**config.mk**
```make
export PLATFORM = sky130hd
export DESIGN_NAME = disc_flux_capture_flat
export DESIGN_NICKNAME = d
export VERILOG_FILES = /design/src/rtl/disc_flux_capture_pkg.sv /design/src/rtl/disc_flux_capture_if.sv /design/src/rtl/disc_flux_capture_flux_edge_detect.sv /design/src/rtl/disc_flux_capture.sv /design/src/flat_wrapper.sv
export SDC_FILE = /design/constraint.sdc
export NUM_CORES = 1
export LEC_CHECK = 0
export CAP_MARGIN = 10
export CORE_MARGIN = 2
export CORE_UTILIZATION = 42
export DETAILED_ROUTE_END_ITERATION = 10
export PLACE_DENSITY = 0.67
export SYNTH_ARGS = -nofsm -noshare
export SYNTH_HDL_FRONTEND = slang
export SYNTH_HIERARCHICAL = 1
export SYNTH_SLANG_ARGS = --single-unit
export TNS_END_PERCENT = 100
```
**constraint.sdc**
```tcl
create_clock -name clock -period 6 [get_ports clock]
set_clock_uncertainty 0.1 [all_clocks]
set_input_delay 1.2 -clock clock [delete_from_list [all_inputs] [get_ports clock]]
set_output_delay 1.2 -clock clock [all_outputs]
set_load 0.02 [all_outputs]
```
**src/rtl/disc_flux_capture_pkg.sv**
```systemverilog
// Shared types and constants for the flux-transition capture engine.
package disc_pkg;

  typedef enum logic [1:0] {
    S_IDLE,
    S_ARMED,
    S_ACQUIRE,
    S_DONE
  } state_t;

  localparam int DATA_WIDTH_DEFAULT = 8;
  localparam int IDX_MARK_BIT       = DATA_WIDTH_DEFAULT - 1;

  // Word written when the timing count saturates: marker clear, count all ones.
  function automatic int unsigned overflow_word(input int unsigned data_width);
    return (32'd1 << (data_width - 1)) - 32'd1;
  endfunction

endpackage

```
**src/rtl/disc_flux_capture_if.sv**
```systemverilog
// Acquisition RAM write port driven by the capture engine.
interface disc_flux_capture_if #(
  parameter int ADDR_WIDTH = 19,
  parameter int DATA_WIDTH = 8
);
  logic                  ram_write;
  logic [ADDR_WIDTH-1:0] ram_addr;
  logic [DATA_WIDTH-1:0] ram_data;

  modport master (output ram_write, ram_addr, ram_data);
  modport slave  (input  ram_write, ram_addr, ram_data);
endinterface

```
**src/rtl/disc_flux_capture_flux_edge_detect.sv**
```systemverilog
// Rising-edge detector for the read-data channels plus the index input.
module flux_edge_detect #(
  parameter int WIDTH = 5
) (
  input  logic             clock,
  input  logic             reset,
  input  logic [WIDTH-1:0] sig,
  output logic [WIDTH-1:0] rise
);

  logic [WIDTH-1:0] prev;

  // NOTE: registers are written with <= so every flop samples pre-edge values.
  always_ff @(posedge clock) begin
    if (reset) prev <= '0;
    else       prev <= sig;
  end

  assign rise = sig & ~prev;

endmodule

```
**src/rtl/disc_flux_capture.sv**
```systemverilog
// Flux-transition timing capture: one timing word per selected-channel or index
// edge, written to the acquisition RAM, with index-gated start and stop.
module disc_flux_capture
  import disc_pkg::*;
#(
  parameter int  DATA_WIDTH = 8,
  parameter int  NCHAN      = 4,
  parameter int  ADDR_WIDTH = 19,
  parameter int  IDX_WIDTH  = 8,
  localparam int CHAN_WIDTH = (NCHAN > 1) ? $clog2(NCHAN) : 1
) (
  input  logic                  clock,
  input  logic                  reset,
  input  logic                  start,
  input  logic                  abort,
  input  logic                  wait_index,
  input  logic [IDX_WIDTH-1:0]  stop_count,
  input  logic [CHAN_WIDTH-1:0] chan_sel,
  input  logic [NCHAN-1:0]      rd_data,
  input  logic                  index,
  disc_flux_capture_if.master   ram,
  output logic                  busy,
  output logic                  done,
  output logic                  ram_full
);

  localparam int                   CW       = DATA_WIDTH - 1;
  localparam logic [CW-1:0]        CNT_MAX  = CW'(overflow_word(DATA_WIDTH));
  localparam logic [DATA_WIDTH-1:0] OVF_WORD = DATA_WIDTH'(overflow_word(DATA_WIDTH));

  state_t                state;
  logic [CW-1:0]         count;
  logic [IDX_WIDTH-1:0]  idx_cnt;
  logic [IDX_WIDTH-1:0]  idx_next;
  logic [CHAN_WIDTH-1:0] chan_q;
  logic [ADDR_WIDTH-1:0] wr_ptr;
  logic [NCHAN:0]        rise;
  logic [NCHAN-1:0]      flux_rise;
  logic                  flux_edge;
  logic                  index_edge;

  flux_edge_detect #(.WIDTH(NCHAN + 1)) u_edge (
    .clock (clock),
    .reset (reset),
    .sig   ({index, rd_data}),
    .rise  (rise)
  );

  assign flux_rise  = rise[NCHAN-1:0];
  assign flux_edge  = flux_rise[chan_q];
  assign index_edge = rise[NCHAN];
  assign idx_next   = idx_cnt + 1'b1;
  assign busy       = (state == S_ARMED) || (state == S_ACQUIRE);

  always_ff @(posedge clock) begin
    if (reset) begin
      state        <= S_IDLE;
      count        <= CW'(1);
      idx_cnt      <= '0;
      chan_q       <= '0;
      wr_ptr       <= '0;
      ram.ram_write <= 1'b0;
      ram.ram_addr <= '0;
      ram.ram_data <= '0;
      done         <= 1'b0;
      ram_full     <= 1'b0;
    end else begin
      ram.ram_write <= 1'b0;
      unique case (state)
        S_IDLE: begin
          if (start && !abort) begin
            chan_q       <= chan_sel;
            wr_ptr       <= '0;
            ram.ram_addr <= '0;
            idx_cnt      <= '0;
            count        <= CW'(1);
            done         <= 1'b0;
            ram_full     <= 1'b0;
            state        <= wait_index ? S_ARMED : S_ACQUIRE;
          end
        end

        S_ARMED: begin
          if (abort) begin
            done  <= 1'b1;
            state <= S_IDLE;
          end else if (index_edge) begin
            count   <= CW'(1);
            idx_cnt <= IDX_WIDTH'(1);
            state   <= S_ACQUIRE;
          end
        end

        S_ACQUIRE: begin
          if (abort) begin
            done  <= 1'b1;
            state <= S_IDLE;
          end else if (flux_edge || index_edge || count == CNT_MAX) begin
            // A coincident flux+index edge yields one word with the marker set.
            ram.ram_write <= 1'b1;
            ram.ram_addr  <= wr_ptr;
            ram.ram_data  <= (flux_edge || index_edge) ? {index_edge, count} : OVF_WORD;
            wr_ptr        <= wr_ptr + 1'b1;
            count         <= CW'(1);
            if (index_edge) idx_cnt <= idx_next;
            if (wr_ptr == '1) begin
              ram_full <= 1'b1;
              state    <= S_DONE;
            end else if (index_edge && stop_count != '0 && idx_next == stop_count) begin
              state <= S_DONE;
            end
          end else begin
            count <= count + 1'b1;
          end
        end

        S_DONE: begin
          done  <= 1'b1;
          state <= S_IDLE;
        end

        default: state <= S_IDLE;
      endcase
    end
  end

endmodule
```
**src/flat_wrapper.sv**
```systemverilog
// flat-port wrapper written by rule: the top's interface ports become plain ports
module disc_flux_capture_flat import disc_pkg::*;
#(
  parameter int  DATA_WIDTH = 8,
  parameter int  NCHAN      = 4,
  parameter int  ADDR_WIDTH = 19,
  parameter int  IDX_WIDTH  = 8,
  localparam int CHAN_WIDTH = (NCHAN > 1) ? $clog2(NCHAN) : 1
)
  (clock, reset, start, abort, wait_index, stop_count, chan_sel, rd_data, index, busy, done, ram_full, ram_ram_write, ram_ram_addr, ram_ram_data);
  disc_flux_capture_if #(.ADDR_WIDTH(ADDR_WIDTH), .DATA_WIDTH(DATA_WIDTH)) ram_i ();
  input  logic clock;
  input  logic reset;
  input  logic start;
  input  logic abort;
  input  logic wait_index;
  input  logic [IDX_WIDTH-1:0] stop_count;
  input  logic [CHAN_WIDTH-1:0] chan_sel;
  input  logic [NCHAN-1:0] rd_data;
  input  logic index;
  output logic busy;
  output logic done;
  output logic ram_full;
  output wire logic [$bits(ram_i.ram_write)-1:0] ram_ram_write;
  output wire logic [$bits(ram_i.ram_addr)-1:0] ram_ram_addr;
  output wire logic [$bits(ram_i.ram_data)-1:0] ram_ram_data;
  assign ram_ram_write = ram_i.ram_write;
  assign ram_ram_addr = ram_i.ram_addr;
  assign ram_ram_data = ram_i.ram_data;
  disc_flux_capture #(.DATA_WIDTH(DATA_WIDTH), .NCHAN(NCHAN), .ADDR_WIDTH(ADDR_WIDTH), .IDX_WIDTH(IDX_WIDTH)) u_core (.clock(clock), .reset(reset), .start(start), .abort(abort), .wait_index(wait_index), .stop_count(stop_count), .chan_sel(chan_sel), .rd_data(rd_data), .index(index), .ram(ram_i), .busy(busy), .done(done), .ram_full(ram_full));
endmodule
```
==> reports/qor.txt <==
Setup violations, final: 0
CP Data Arrival Time: 3.88 ns
TritonCTS buffer count: 9
Storage cell area: 1460 um2
Die height: 93.2 um
Critical path class: input port to register
Synthesis-to-finish area growth: 23.2%
DIE WIDTH: 93.2 um
Dominant synthesized flop cell: dfxtp_1
Worst path slowest cell: nor2b_1
Async SR Flop Fraction: 0%
Via density: 5.23
Layout cell share with drive strength beyond 1: 5.64%
Initial antenna violation count: 0
Pwr dens: 262 nW/um2
Critical Path Start Type: input port
Post-route setup TNS: 0 ns
Core area: 7730 um2
FMAX: 269 MHz
Most frequent CP cell: nor2b_1
PnR worst setup slack: 2.28 ns
Port bufs: 50
Crit-path cells: clkdlybuf4s50_1, nor2b_1, nor2b_1, a22oi_2, o21a_1, a21boi_1, buf_4, a22oi_1, nor2_1
Most frequent cells in the layout: nor2_1 (87), dfxtp_1 (73), clkdlybuf4s50_1 (49)
Worst setup EP type: register
Filler cells: 724
CP max stage delay: 0.50 ns
CTS HTree Levels: 3
Final min period: 3.72 ns
Largest net degree at the start of global routing: 53
RSZ-0062 raised after global routing: no
Worst Hold Class: register to register
MaxCap Viol Count: 0
Reg clk slew, reported paths: 0.08 ns
ANT cells: 0
Fraction of the cycle the final worst path needs: 61.9%
Later-pin clock latency in the skew report: 0.34 ns
Clk root buf: clkbuf_8
Syn_nets: 420
Placement-stage worst setup slack: 1.98 ns
Hold_buf cts: 0
Status: complete, no violations
Count of final hold-check violations: 0
Floorplan row count: 32
WL/cell: 13.8 um
CTS tree: built
Cell leakage power: 1.42 nW
Worst VDD drop: 158 uV
Headroom to the max-slew limit: 36.2%
GRT overflow: 0
Initial Utilization: 43.2%
1st-pass router iterations: 4
First-pass GRT wire length: 13000 um
Die Area: 8680 um2
DRC: 0
Yosys reg bits: 73
Clk buf depth: 2
Crit path max fanout: 21
Distinct cell type count after synthesis: 43
Top-Level Pins: 51
Yosys Warn Count: 6
Seq/Total Area, Yosys: 43.8%
Vias in the first global route: 2851
GPL Wtd Cong: 0.847
Footprint of the multi-input gates: 1790 um2
Number of clock sinks: 73
Final nets: 467
Number of enable flip-flop cells after synthesis: 0
Placed insts: 530
Cts repair resizes: 0
Detail Route Antenna Nets: 0
Fin. max-slew vios: 0
Hpwl dp: 5200 um
Post-synthesis cell count: 392
Final Non-Filler Cells: 545
DR vias: 2852
Syn Area/Cell: 8.52 um2
Actual slew at the worst max-slew pin: 0.957 ns
Postcts setup bufs: 0
Synth Cell Area: 3340 um2
Tot GR Track Use: 18.7%
Final wirelength: 7510 um
Leading cell type in the layout, fill and taps excluded: nor2_1
Initial DRC Count: 137
Required time worst endpoint: 6.17 ns
==> through the flow <==
step                      instance area, um2  util, %  power [mW]  hold WS [ns]
final                                   4110     53.2        1.08         0.394
after global routing                    4110     53.2        1.13         0.415
after CTS                               4110     53.2        1.09         0.399
after global placement                  3930     50.9       0.734         0.375
after floorplan                         3340        -       0.668         0.358
after detailed placement                3930     50.9       0.737         0.385
==> sequential cells by signal, summed over array words and instances (netlist names), 2 cells and up <==
| signal | count |
|---|---|
| u_core/chan_q | 2 |
| u_core/count | 7 |
| u_core/idx_cnt | 8 |
| u_core/ram.ram_addr | 19 |
| u_core/ram.ram_data | 8 |
| u_core/state | 2 |
| u_core/u_edge/prev | 5 |
| u_core/wr_ptr | 19 |
==> final cells by class <==
type | instances | share of cell area, %
Inverter | 9 | 0.821
Clock buffer | 11 | 3.68
Multi-Input combinational cell | 293 | 43.6
Tap cell | 102 | 3.10
Sequential cell | 73 | 35.5
Timing Repair Buffer | 53 | 12.6
Clock inverter | 4 | 0.700
==> cell families (layout without fill, tap and decap cells) <==
| family | count (synthesis) | after routing | share of synthesized area [%] |
|---|---|---|---|
| AO/OA/AOI/OAI | 61 | 61 | 12.3 |
| multiplexers | 11 | 11 | 3.37 |
| adder cells (fa/ha/maj) | 8 | 8 | 3.00 |
| flip-flops | 73 | 73 | 43.8 |
| AND/OR/NAND/NOR | 181 | 181 | 26.1 |
| XOR/XNOR | 32 | 32 | 8.39 |
| buffers and inverters | 26 | 77 | 3.11 |
==> synthesized netlist by cell type (2+ instances only) <==
cell	n	area, um2
nor2_1	87	327
dfxtp_1	73	1460
xnor2_1	27	236
a22oi_1	20	150
nand2_1	19	71.3
a21oi_1	16	80.1
nor3_1	15	75.1
nor4_1	14	87.6
nor2b_1	12	75.1
clkbuf_1	11	41.3
inv_1	9	33.8
mux2i_1	9	90.1
nand3_1	9	45.0
ha_1	8	100
o21ai_0	7	35.0
and3_1	5	31.3
buf_2	5	25.0
nand4_1	5	31.3
xor2_1	5	43.8
a21o_1	3	22.5
and4_1	3	26.3
nand2b_1	3	18.8
or3_1	3	18.8
mux2_1	2	22.5
o21ai_1	2	10.0
o22ai_1	2	12.5
o311ai_1	2	17.5
==> worst max-delay path: cells and delay by family <==
kind,cells,cell delay (ns)
compound gates,4,1.17
buf+inv,2,0.75
simple gates,3,0.75
==> per-layer routing <==
layer,track usage [%],wire [um]
met5,0,0
met4,7.48,103
met3,4.59,292
met2,31.2,3520
met1,23.1,3590
==> power breakdown <==
group | leakage [nW] | switching [mW] | internal, mW
combinational | 0.744 | 0.127 | 0.0846
sequential | 0.590 | 0.0145 | 0.502
clock | 0.0874 | 0.180 | 0.170
==> worst paths after layout <==
path | startpoint | endpoint | slack (ns) | depth (start not counted)
worst max-delay path | index | u_core/ram.ram_addr[12] | 2.28 | 9
worst min-delay path | u_core/ram.ram_data[3] | u_core/ram.ram_data[3] | 0.39 | 2
worst max register to register | u_core/state[0] | u_core/idx_cnt[6] | 3.34 | 8
worst min register to register | u_core/ram.ram_data[3] | u_core/ram.ram_data[3] | 0.39 | 2
Power figures use the tool's default switching activity.
